--- src/rtl/riscv_mem_pkg.sv ---
// Shared memory-subsystem definitions for the RISC-V core, its data memory
// and the data-memory arbiter.
package riscv_mem_pkg;

  localparam int unsigned ADDR_W_DEF = 14;
  localparam int unsigned DATA_W_DEF = 32;

  typedef enum logic {
    ARB_SHARED = 1'b0,
    ARB_LOCKED = 1'b1
  } arb_state_e;

  localparam logic PORT_CPU  = 1'b0;
  localparam logic PORT_HOST = 1'b1;

endpackage

--- src/rtl/sat_counter.sv ---
// Up-counter that saturates at all-ones instead of wrapping.
module sat_counter #(
  parameter int unsigned CNT_W = 32
) (
  input  logic             clk,
  input  logic             rst,
  input  logic             inc,
  output logic [CNT_W-1:0] count
);

  logic [CNT_W-1:0] count_q, count_d;

  always_comb begin
    count_d = count_q;
    if (inc && (count_q != '1)) begin
      count_d = count_q + CNT_W'(1);
    end
  end

  always_ff @(posedge clk) begin
    if (rst) begin
      count_q <= '0;
    end else begin
      count_q <= count_d;
    end
  end

  assign count = count_q;

endmodule

--- src/rtl/dmem_arbiter.sv ---
// Shares the single-port data memory between the CPU load/store unit and the
// host port: round-robin in SHARED, host-only in LOCKED, with stall counters.
module dmem_arbiter
  import riscv_mem_pkg::*;
#(
  parameter int unsigned ADDR_W = ADDR_W_DEF,
  parameter int unsigned DATA_W = DATA_W_DEF,
  parameter int unsigned CNT_W  = 32
) (
  input  logic              CLOCK_50,
  input  logic              rst,
  input  logic              cpu_req,
  input  logic              cpu_we,
  input  logic [ADDR_W-1:0] cpu_addr,
  input  logic [DATA_W-1:0] cpu_wdata,
  output logic              cpu_gnt,
  output logic              cpu_rvalid,
  output logic [DATA_W-1:0] cpu_rdata,
  input  logic              host_req,
  input  logic              host_we,
  input  logic [ADDR_W-1:0] host_addr,
  input  logic [DATA_W-1:0] host_wdata,
  output logic              host_gnt,
  output logic              host_rvalid,
  output logic [DATA_W-1:0] host_rdata,
  input  logic              host_lock,
  output logic              locked,
  output logic              mem_en,
  output logic              mem_we,
  output logic [ADDR_W-1:0] mem_addr,
  output logic [DATA_W-1:0] mem_wdata,
  input  logic [DATA_W-1:0] mem_rdata,
  output logic [CNT_W-1:0]  cpu_stall_cnt,
  output logic [CNT_W-1:0]  host_stall_cnt
);

  arb_state_e state_q, state_d;
  logic       last_q, last_d;
  logic       cpu_rvalid_q, host_rvalid_q;

  always_ff @(posedge CLOCK_50) begin
    if (rst) begin
      state_q <= ARB_SHARED;
    end else begin
      state_q <= state_d;
    end
  end

  always_comb begin
    state_d = state_q;
    unique case (state_q)
      ARB_SHARED: if (host_lock)  state_d = ARB_LOCKED;
      ARB_LOCKED: if (!host_lock) state_d = ARB_SHARED;
      default:    state_d = ARB_SHARED;
    endcase
  end

  // Grants follow the registered state, so the cycle that first sees
  // host_lock still arbitrates round-robin.
  always_comb begin
    cpu_gnt  = 1'b0;
    host_gnt = 1'b0;
    if (!rst) begin
      unique case (state_q)
        ARB_SHARED: begin
          if (cpu_req && host_req) begin
            cpu_gnt  = (last_q == PORT_HOST);
            host_gnt = (last_q == PORT_CPU);
          end else begin
            cpu_gnt  = cpu_req;
            host_gnt = host_req;
          end
        end
        ARB_LOCKED: host_gnt = host_req;
        default: ;
      endcase
    end
  end

  // Holding last at host while locked hands the CPU the first contended slot.
  always_comb begin
    last_d = last_q;
    if (cpu_gnt) begin
      last_d = PORT_CPU;
    end
    if (host_gnt || (state_q == ARB_LOCKED)) begin
      last_d = PORT_HOST;
    end
  end

  always_ff @(posedge CLOCK_50) begin
    if (rst) begin
      last_q        <= PORT_HOST;
      cpu_rvalid_q  <= 1'b0;
      host_rvalid_q <= 1'b0;
    end else begin
      last_q        <= last_d;
      cpu_rvalid_q  <= cpu_gnt && !cpu_we;
      host_rvalid_q <= host_gnt && !host_we;
    end
  end

  always_comb begin
    mem_en    = cpu_gnt || host_gnt;
    mem_we    = 1'b0;
    mem_addr  = '0;
    mem_wdata = '0;
    if (host_gnt) begin
      mem_we    = host_we;
      mem_addr  = host_addr;
      mem_wdata = host_wdata;
    end else if (cpu_gnt) begin
      mem_we    = cpu_we;
      mem_addr  = cpu_addr;
      mem_wdata = cpu_wdata;
    end
  end

  assign cpu_rvalid  = cpu_rvalid_q;
  assign host_rvalid = host_rvalid_q;
  assign cpu_rdata   = cpu_rvalid_q  ? mem_rdata : '0;
  assign host_rdata  = host_rvalid_q ? mem_rdata : '0;
  assign locked      = (state_q == ARB_LOCKED);

  sat_counter #(.CNT_W(CNT_W)) u_cpu_stall (
    .clk   (CLOCK_50),
    .rst   (rst),
    .inc   (cpu_req && !cpu_gnt),
    .count (cpu_stall_cnt)
  );

  sat_counter #(.CNT_W(CNT_W)) u_host_stall (
    .clk   (CLOCK_50),
    .rst   (rst),
    .inc   (host_req && !host_gnt),
    .count (host_stall_cnt)
  );

endmodule

--- config.mk ---
export PLATFORM = sky130hd
export DESIGN_NAME = dmem_arbiter
export DESIGN_NICKNAME = d
export VERILOG_FILES = /design/src/rtl/riscv_mem_pkg.sv /design/src/rtl/sat_counter.sv /design/src/rtl/dmem_arbiter.sv
export SDC_FILE = /design/constraint.sdc
export NUM_CORES = 1
export LEC_CHECK = 0
export ABC_AREA = 1
export BUFFER_PORTS_ARGS = -buffer_cell sky130_fd_sc_hd__clkbuf_2
export CAP_MARGIN = 20
export CORE_ASPECT_RATIO = 1.4
export CORE_MARGIN = 4
export CORE_UTILIZATION = 40
export DETAILED_ROUTE_END_ITERATION = 8
export PLACE_DENSITY = 0.79
export RECOVER_POWER = 25
export SLEW_MARGIN = 20
export SYNTH_ARGS = -nofsm -noshare
export SYNTH_HDL_FRONTEND = slang
export SYNTH_SLANG_ARGS = --single-unit
--- constraint.sdc ---
create_clock -name CLOCK_50 -period 1.58 [get_ports CLOCK_50]
set_clock_uncertainty 0.05 [all_clocks]
set_input_delay 0.237 -clock CLOCK_50 [delete_from_list [all_inputs] [get_ports CLOCK_50]]
set_output_delay 0.237 -clock CLOCK_50 [all_outputs]
set_load 0.1 [all_outputs]
==> flow_metrics.tcl, run 1 <==
set metrics [dict create \
    synth-xor-area-share_pct 4.68 \
    cts_hold_buffers 0 \
    die_h_um 146 \
    synth_commonest_cells "nand2_1, nor2_1, inv_1" \
    synthSimpleGateAreaFrac_pct 51.2 \
    yosysMostFrequentCell "nand2_1" \
    synthAdderAreaFrac_pct 0.461 \
    ios 312 \
    start_util_pct 40.8 \
    ys.flop_type "dfxtp_1" \
    synth_area_leader_cell "nand2_1" \
    synthArstFlopShare_pct 0 \
    synth-compound-area-share_pct 6.84 \
    fp-row-count 50 \
    synth-seq-cells 68 \
    error_message "[ERROR DPL-0038] Utilization greater than 100%, impossible to legalize" \
    gp_congestion 1.02 \
    synth_top_area_share_pct 31.3 \
    failed_stage "global routing (5_1_grt)" \
    yosys-mux-area-fraction_pct 0 \
    port_buffers 311 \
    synth_area_per_cell_sq_um 5.52 \
    cts-root-buf "clkbuf_16" \
    ys_warn_count 0 \
    status "did not finish" \
    syn-instance-count 984 \
    cts_sinks 68 \
    synth_area_leaders "nand2_1, dfxtp_1, nor2_1, inv_1, nand3_1" \
    grt_max_degree 45 \
    clk_path_buf_depth 2 \
    netlist_area_sq_mm 0.00543 \
    synth_edf_count 0 \
    seq_area_frac_synth_pct 25.1 \
    synth_top_family_by_area "simple AND/OR/NAND/NOR gates" \
    worst-ep-kind "top-level output" \
    ys_types 29 \
    die_x_um 106 \
    synth_nets 1117 \
    place_ws_ns -0.185 \
    cts_made_buffers 9 \
    post-dp-hpwl_um 24700 \
    grt-worst-endpoint "mem_addr[7]" \
    cts.htree.levels 3 \
]
[per-stage QoR]
step / area [sq um] / hold slack, ns / std cells
2_1_floorplan: 7360 / 0.250 / 984
3_3_place_gp: 11300 / 0.375 / 1522
3_5_place_dp: 11300 / 0.376 / 1522
4_1_cts: 12700 / 0.0218 / 1575
[kinds of logic after synthesis]
group,Yosys count
buffers and inverters,152
adders and majority gates,2
xor gates and xnor gates,29
and+or+nand+nor,676
AOI/OAI and AO/OA,57
DFF,68
[timing repair]
action | CTS
buffers inserted | 25
gates resized for setup | 144
cloned | 13
endpoints found under the setup margin | 165
pin swaps | 18
==> inputs of run 2 (changes only) <==
- CORE_ASPECT_RATIO: 1.4 -> not set
- CORE_UTILIZATION: 40 -> 25
- PLACE_DENSITY: 0.79 -> not set
- PLACE_DENSITY_LB_ADDON: not set -> 0.15
- clock period: 1.58 -> 2.05 ns (I/O delays scaled with it)
==> flow_metrics.tcl, run 2 <==
set metrics [dict create \
    status "finished clean" \
    cts.htree.levels 3 \
    r2r_slack_ns 0.18 \
    synth_top_area_share_pct 31.3 \
    grt_max_degree 32 \
    overflow 0 \
    vias 6888 \
    gp_congestion 0.847 \
    hold_viol_final 0 \
    hp-class "input port to register" \
    synth_area_leaders "nand2_1, dfxtp_1, nor2_1, inv_1, nand3_1" \
    synth_nets 1117 \
    path_buf_inv 3 \
    fmax_mhz 507 \
    fin_crit_ns 1.97 \
    route.detailed.drc 0 \
    nets 1440 \
    drtIter0Drc 472 \
    cts_tree "built" \
    arrival_ns 1.62 \
    layout_common_cells "nand2_1, clkbuf_2, nor2_1" \
    ios 312 \
    ir_drop_uv 410 \
    startpoint_type "register" \
    fill_cells 2293 \
    maxSlewViolCount 0 \
    synth_commonest_cells "nand2_1, nor2_1, inv_1" \
    die_h_um 155 \
    drt-total-wl_um 24400 \
    drv_cap 0 \
    critical_path_class "register to output port" \
    critical-path-top-delay-family "buffers and inverters" \
    cts-root-buf "clkbuf_16" \
    power.density_mw_per_mm2 494 \
    syn-instance-count 984 \
    yosysMostFrequentCell "nand2_1" \
    wl_per_cell_um 15.3 \
    end_kind "output port" \
    dr.pass1.iters 5 \
    synthArstFlopShare_pct 0 \
    fin_crit_sh_pct 96.2 \
    syn2layout_area_growth_pct 68.5 \
    cts_sinks 68 \
    design_area_sq_mm 0.00915 \
    cts.reportedPaths.clkPinSlew_ns 0.05 \
    crit_chain "nor2_4, nand3_4, clkinv_4, buf_6, nand2_1, a21oi_4, buf_12" \
    antenna_found_initial 1 \
    cp_slowest_cell "dfxtp_4" \
    worstPathRequired_ns 1.69 \
    cp-startpoint "locked" \
    coreArea_sq_mm 0.0212 \
    die_x_um 155 \
    seq_area_frac_synth_pct 25.1 \
    synth_area_per_cell_sq_um 5.52 \
    final_common_cell "nand2_1" \
    cts_made_buffers 9 \
    synth-seq-cells 68 \
    hold_start "cpu_we" \
    ant_nets 0 \
    start_util_pct 25.6 \
    grt.total_usage_pct 19.0 \
    ys.flop_type "dfxtp_1" \
    die_area_sq_mm 0.0241 \
    clock_latency_ns 0.34 \
    dpl-instance-area_sq_mm 0.00867 \
    netlist_area_sq_mm 0.00543 \
    max_stage_delay_ns 0.36 \
    cp_max_fo 6 \
    ys_types 29 \
    post-dp-hpwl_um 19300 \
    cts_hold_buffers 0 \
    port_buffers 311 \
    ys_warn_count 0 \
    synth_edf_count 0 \
    holdWs_ns 0.0873 \
    clk_path_buf_depth 2 \
    synth_area_leader_cell "nand2_1" \
    p_leak_nw 4.52 \
    setup_viol 0 \
    grt_pass1_vias 6366 \
    viasPerCell 4.34 \
    grt_pass1_wl_um 36100 \
    worstReg2RegStart "u_cpu_stall.count[0]" \
    fp-row-count 53 \
    maxSlewHeadroom_pct 62.2 \
    worst_pin_slew_ns 0.569 \
    post_route_cells_drive_above_1_share_pct 38.3 \
]
-- run 2: logic make-up after synthesis --
kind of cell,share of synthesized area (%)
adders and majority gates,0.461
buffers and inverters,11.8
AOI/OAI and AO/OA,6.84
DFF,25.1
xor gates and xnor gates,4.68
and+or+nand+nor,51.2
-- run 2: final cells by class --
class	count	area (sq um)	area share, %
clock buffers	11	243	2.65
well taps	275	344	3.76
flip-flops and latches	68	1400	15.3
repair buffers	346	2840	31.1
multi-input cells	764	3830	41.8
clock inverters	5	27.5	0.301
diodes	1	2.50	0.0273
inverters	118	465	5.09
-- run 2: metal layers --
metal / wire, um / global-route usage [%] / up-vias
met4: 517 / 5.38 / 0
met2: 11900 / 32.3 / 240
met5: 0 / 0 / -
li1: - / - / 3620
met1: 10300 / 24.1 / 2995
met3: 1710 / 4.31 / 33
-- run 2: worst paths after layout --
path	endpoint	depth (start not counted)
max	mem_we	7
min	cpu_rvalid	2
max reg2reg	u_cpu_stall.count[25]	11
min reg2reg	u_cpu_stall.count[12]	2
-- run 2: power by group --
part	internal, mW	switching (mW)	total, mW
registers	1.33	0.0257	1.36
clock network	0.842	0.589	1.43
logic	0.539	1.19	1.73
-- run 2: stage by stage --
step	util, %	setup slack (ns)	setup TNS [ns]	instances	total power [mW]
6_report	43.1	0.0771	0	1588	4.52
5_1_grt	43.1	-0.000815	-0.000815	1588	4.69
3_5_place_dp	40.9	0.0859	0	1563	3.05
2_1_floorplan	-	-0.0209	-0.0209	984	2.46
4_1_cts	42.8	-0.0129	-0.181	1584	4.56
3_3_place_gp	40.9	0.145	0	1563	3.05
-- run 2: timing repair --
action	in CTS	in global routing
cloned	3	4
pin swaps	1	2
gates resized for setup	16	20
endpoints found under the setup margin	47	116
buffers inserted	2	0
endpoints found under the hold margin	0	0
No activity file was read; power rests on OpenSTA's default activity.
==> inputs of run 3 (changes only) <==
- CORE_MARGIN: 4 -> 3
- SYNTH_HIERARCHICAL: not set -> 1
==> flow_metrics.tcl, run 3 <==
set metrics [dict create \
    status "finished clean" \
    synth_top_area_share_pct 24.4 \
    r2r_cells 8 \
    die_area_sq_mm 0.0241 \
    final_common_cell "nand2_1" \
    layout_common_cells "nand2_1, clkbuf_2, nand3_1" \
    maxSlewHeadroom_pct 56.8 \
    synth_area_per_cell_sq_um 5.75 \
    p_leak_nw 4.77 \
    ir_drop_uv 380 \
    synth_edf_count 0 \
    cts_sinks 68 \
    cp_slowest_cell "dfxtp_4" \
    vias 6952 \
    worstPathRequired_ns 1.69 \
    hp-class "input port to register" \
    maxSlewViolCount 0 \
    post_route_cells_drive_above_1_share_pct 36.0 \
    hold_start "host_we" \
    dr.pass1.iters 5 \
    grt_pass1_wl_um 35100 \
    post-dp-hpwl_um 18300 \
    netlist_area_sq_mm 0.00557 \
    die_x_um 155 \
    worst_pin_slew_ns 0.651 \
    synth_area_leaders "dfxtp_1, nand2_1, nand3_1, nor2_1, inv_1" \
    fp-row-count 53 \
    syn2layout_area_growth_pct 56.4 \
    antenna_found_initial 0 \
    power.density_mw_per_mm2 541 \
    design_area_sq_mm 0.00871 \
    holdPathStages 2 \
    rr_endpoint "u_host_stall/count[21]" \
    viasPerCell 4.49 \
    ys.flop_type "dfxtp_1" \
    r2r_slack_ns 0.16 \
    hold_end "host_rvalid" \
    cts.htree.levels 3 \
    drt-total-wl_um 23200 \
    cts_tree "built" \
    drv_cap 0 \
    synth_nets 1102 \
    die_h_um 155 \
    drtIter0Drc 475 \
    fmax_mhz 507 \
    rsz0062_at_grt "true" \
    globalRoute.busiestLayer "met2" \
    gp_congestion 0.828 \
    fin_crit_ns 1.97 \
    clock_latency_ns 0.34 \
    yosysMostFrequentCell "nand2_1" \
    port_buffers 311 \
    coreArea_sq_mm 0.0215 \
    cts.reportedPaths.clkPinSlew_ns 0.06 \
    ys_warn_count 6 \
    seq_area_frac_synth_pct 24.4 \
    synth-seq-cells 68 \
    max_stage_delay_ns 0.37 \
    grtUsageMet2_pct 31.1 \
    path_buf_inv 3 \
    ant_nets 0 \
    crit_chain "inv_1, nand3_2, buf_12, nand3_1, nand2_2, buf_12" \
    nets 1403 \
    crit_top_cell "buf_12" \
    overflow 0 \
    end_kind "output port" \
    worstReg2RegStart "u_host_stall/count[0]" \
    cts_hold_buffers 0 \
    critical_path_class "register to output port" \
    grt.total_usage_pct 18.1 \
    clk_path_buf_depth 2 \
    post-route-util_pct 40.5 \
    grt_pass1_vias 6465 \
    met1_usage_pct 22.7 \
    cts-root-buf "clkbuf_16" \
    hold_viol_final 0 \
    ys_types 28 \
    wl_per_cell_um 15.0 \
    post_cts_buffers 0 \
    synthArstFlopShare_pct 0 \
    start_util_pct 25.9 \
    fin_crit_sh_pct 96.2 \
    critical-path-top-delay-family "buffers and inverters" \
    syn-instance-count 969 \
    finalPower_mw 4.71 \
    dpl-instance-area_sq_mm 0.00841 \
    ios 312 \
    cp_max_fo 47 \
    grt_max_degree 50 \
    cts_made_buffers 9 \
    grtUsageMet3_pct 4.23 \
    arrival_ns 1.62 \
    route.detailed.drc 0 \
    diodes 0 \
    synth_area_leader_cell "dfxtp_1" \
    startpoint_type "register" \
    setup_viol 0 \
    synth_commonest_cells "nand2_1, nand3_1, nor2_1" \
]
## run 3: changes by cell type in the layout (fill, tap and decap cells not counted), moves of 9 or more
| cell | before | now |
|---|---|---|
| xor2_1 | 16 | 0 |
| xnor2_1 | 13 | 0 |
| nand4_1 | 12 | 24 |
| nand2_1 | 397 | 272 |
| a21oi_1 | 26 | 36 |
| nand3_1 | 33 | 143 |
| nor2_1 | 126 | 138 |
| nor2_2 | 4 | 13 |
| nand2_4 | 40 | 5 |
| inv_1 | 114 | 124 |
| nand3_2 | 1 | 14 |
| nand2_2 | 44 | 33 |
| a31oi_1 | 0 | 10 |
| a21oi_2 | 20 | 3 |
## run 3: final cells by class
cell class / instances / area (sq um)
flip-flops and latches: 68 / 1380
multi-input cells: 725 / 3530
repair buffers: 332 / 2650
well taps: 275 / 344
fillers: 2361 / 12800
inverters: 134 / 508
clock inverters: 5 / 52.6
clock buffers: 11 / 243
## run 3: worst register-to-register path, stage by stage, from the launching register on
cell	delay [ns]
dfxtp_2	0.36
ha_1	0.22
inv_1	0.09
nor2_4	0.17
nand2_4	0.10
nor2_8	0.17
nand3_2	0.30
a21oi_1	0.25
nor2_1	0.06
## run 3: how the worst max path moves through the flow
stage / from / endpoint / slack (ns) / depth (start not counted)
after floorplan: locked / u_host_stall/count[25] / 0.004 / 15
after global placement: host_req / u_cpu_stall/count[31] / 0.15 / 12
after detailed placement: u_host_stall/count[0] / u_host_stall/count[12] / 0.11 / 9
after CTS: last_q / mem_wdata[23] / 0.03 / 6
after global routing: locked / u_host_stall/count[25] / -0.03 / 14
final: locked / mem_addr[7] / 0.08 / 6
## run 3: what timing repair did
action	4_1_cts	5_1_grt
gates resized for setup	1	5
gates cloned	0	1
setup endpoints to repair	23	57
## run 3: logic make-up (layout without fill, tap and decap cells)
group	after synthesis	after routing	share of synthesized area (%)
AOI/OAI and AO/OA	49	49	4.76
DFF	68	68	24.4
adders and majority gates	2	2	0.449
and+or+nand+nor	674	674	56.2
buffers and inverters	176	482	14.2
## run 3: stage by stage
step | std cells | setup slack [ns] | hold slack (ns) | setup TNS, ns
detailed placement | 1533 | 0.111 | 0.433 | 0
finish | 1550 | 0.0771 | 0.0784 | 0
global route | 1550 | -0.0307 | 0.0746 | -0.133
floorplan | 969 | 0.00428 | 0.319 | 0
global placement | 1533 | 0.145 | 0.422 | 0
CTS | 1549 | 0.0313 | 0.0691 | 0
## run 3: metal layers
metal	up-vias	share of wire (%)	wire length, um
met4	0	1.9	449
met3	29	6.2	1450
met1	3064	43	9970
met2	206	49	11400
met5	-	0	0
li1	3653	-	-
## run 3: where the power goes
| part | total (mW) | switching (mW) | leakage [nW] | internal (mW) |
|---|---|---|---|---|
| clock network | 1.58 | 0.612 | 0.145 | 0.969 |
| logic | 1.78 | 1.24 | 4.07 | 0.534 |
| registers | 1.35 | 0.0211 | 0.556 | 1.33 |
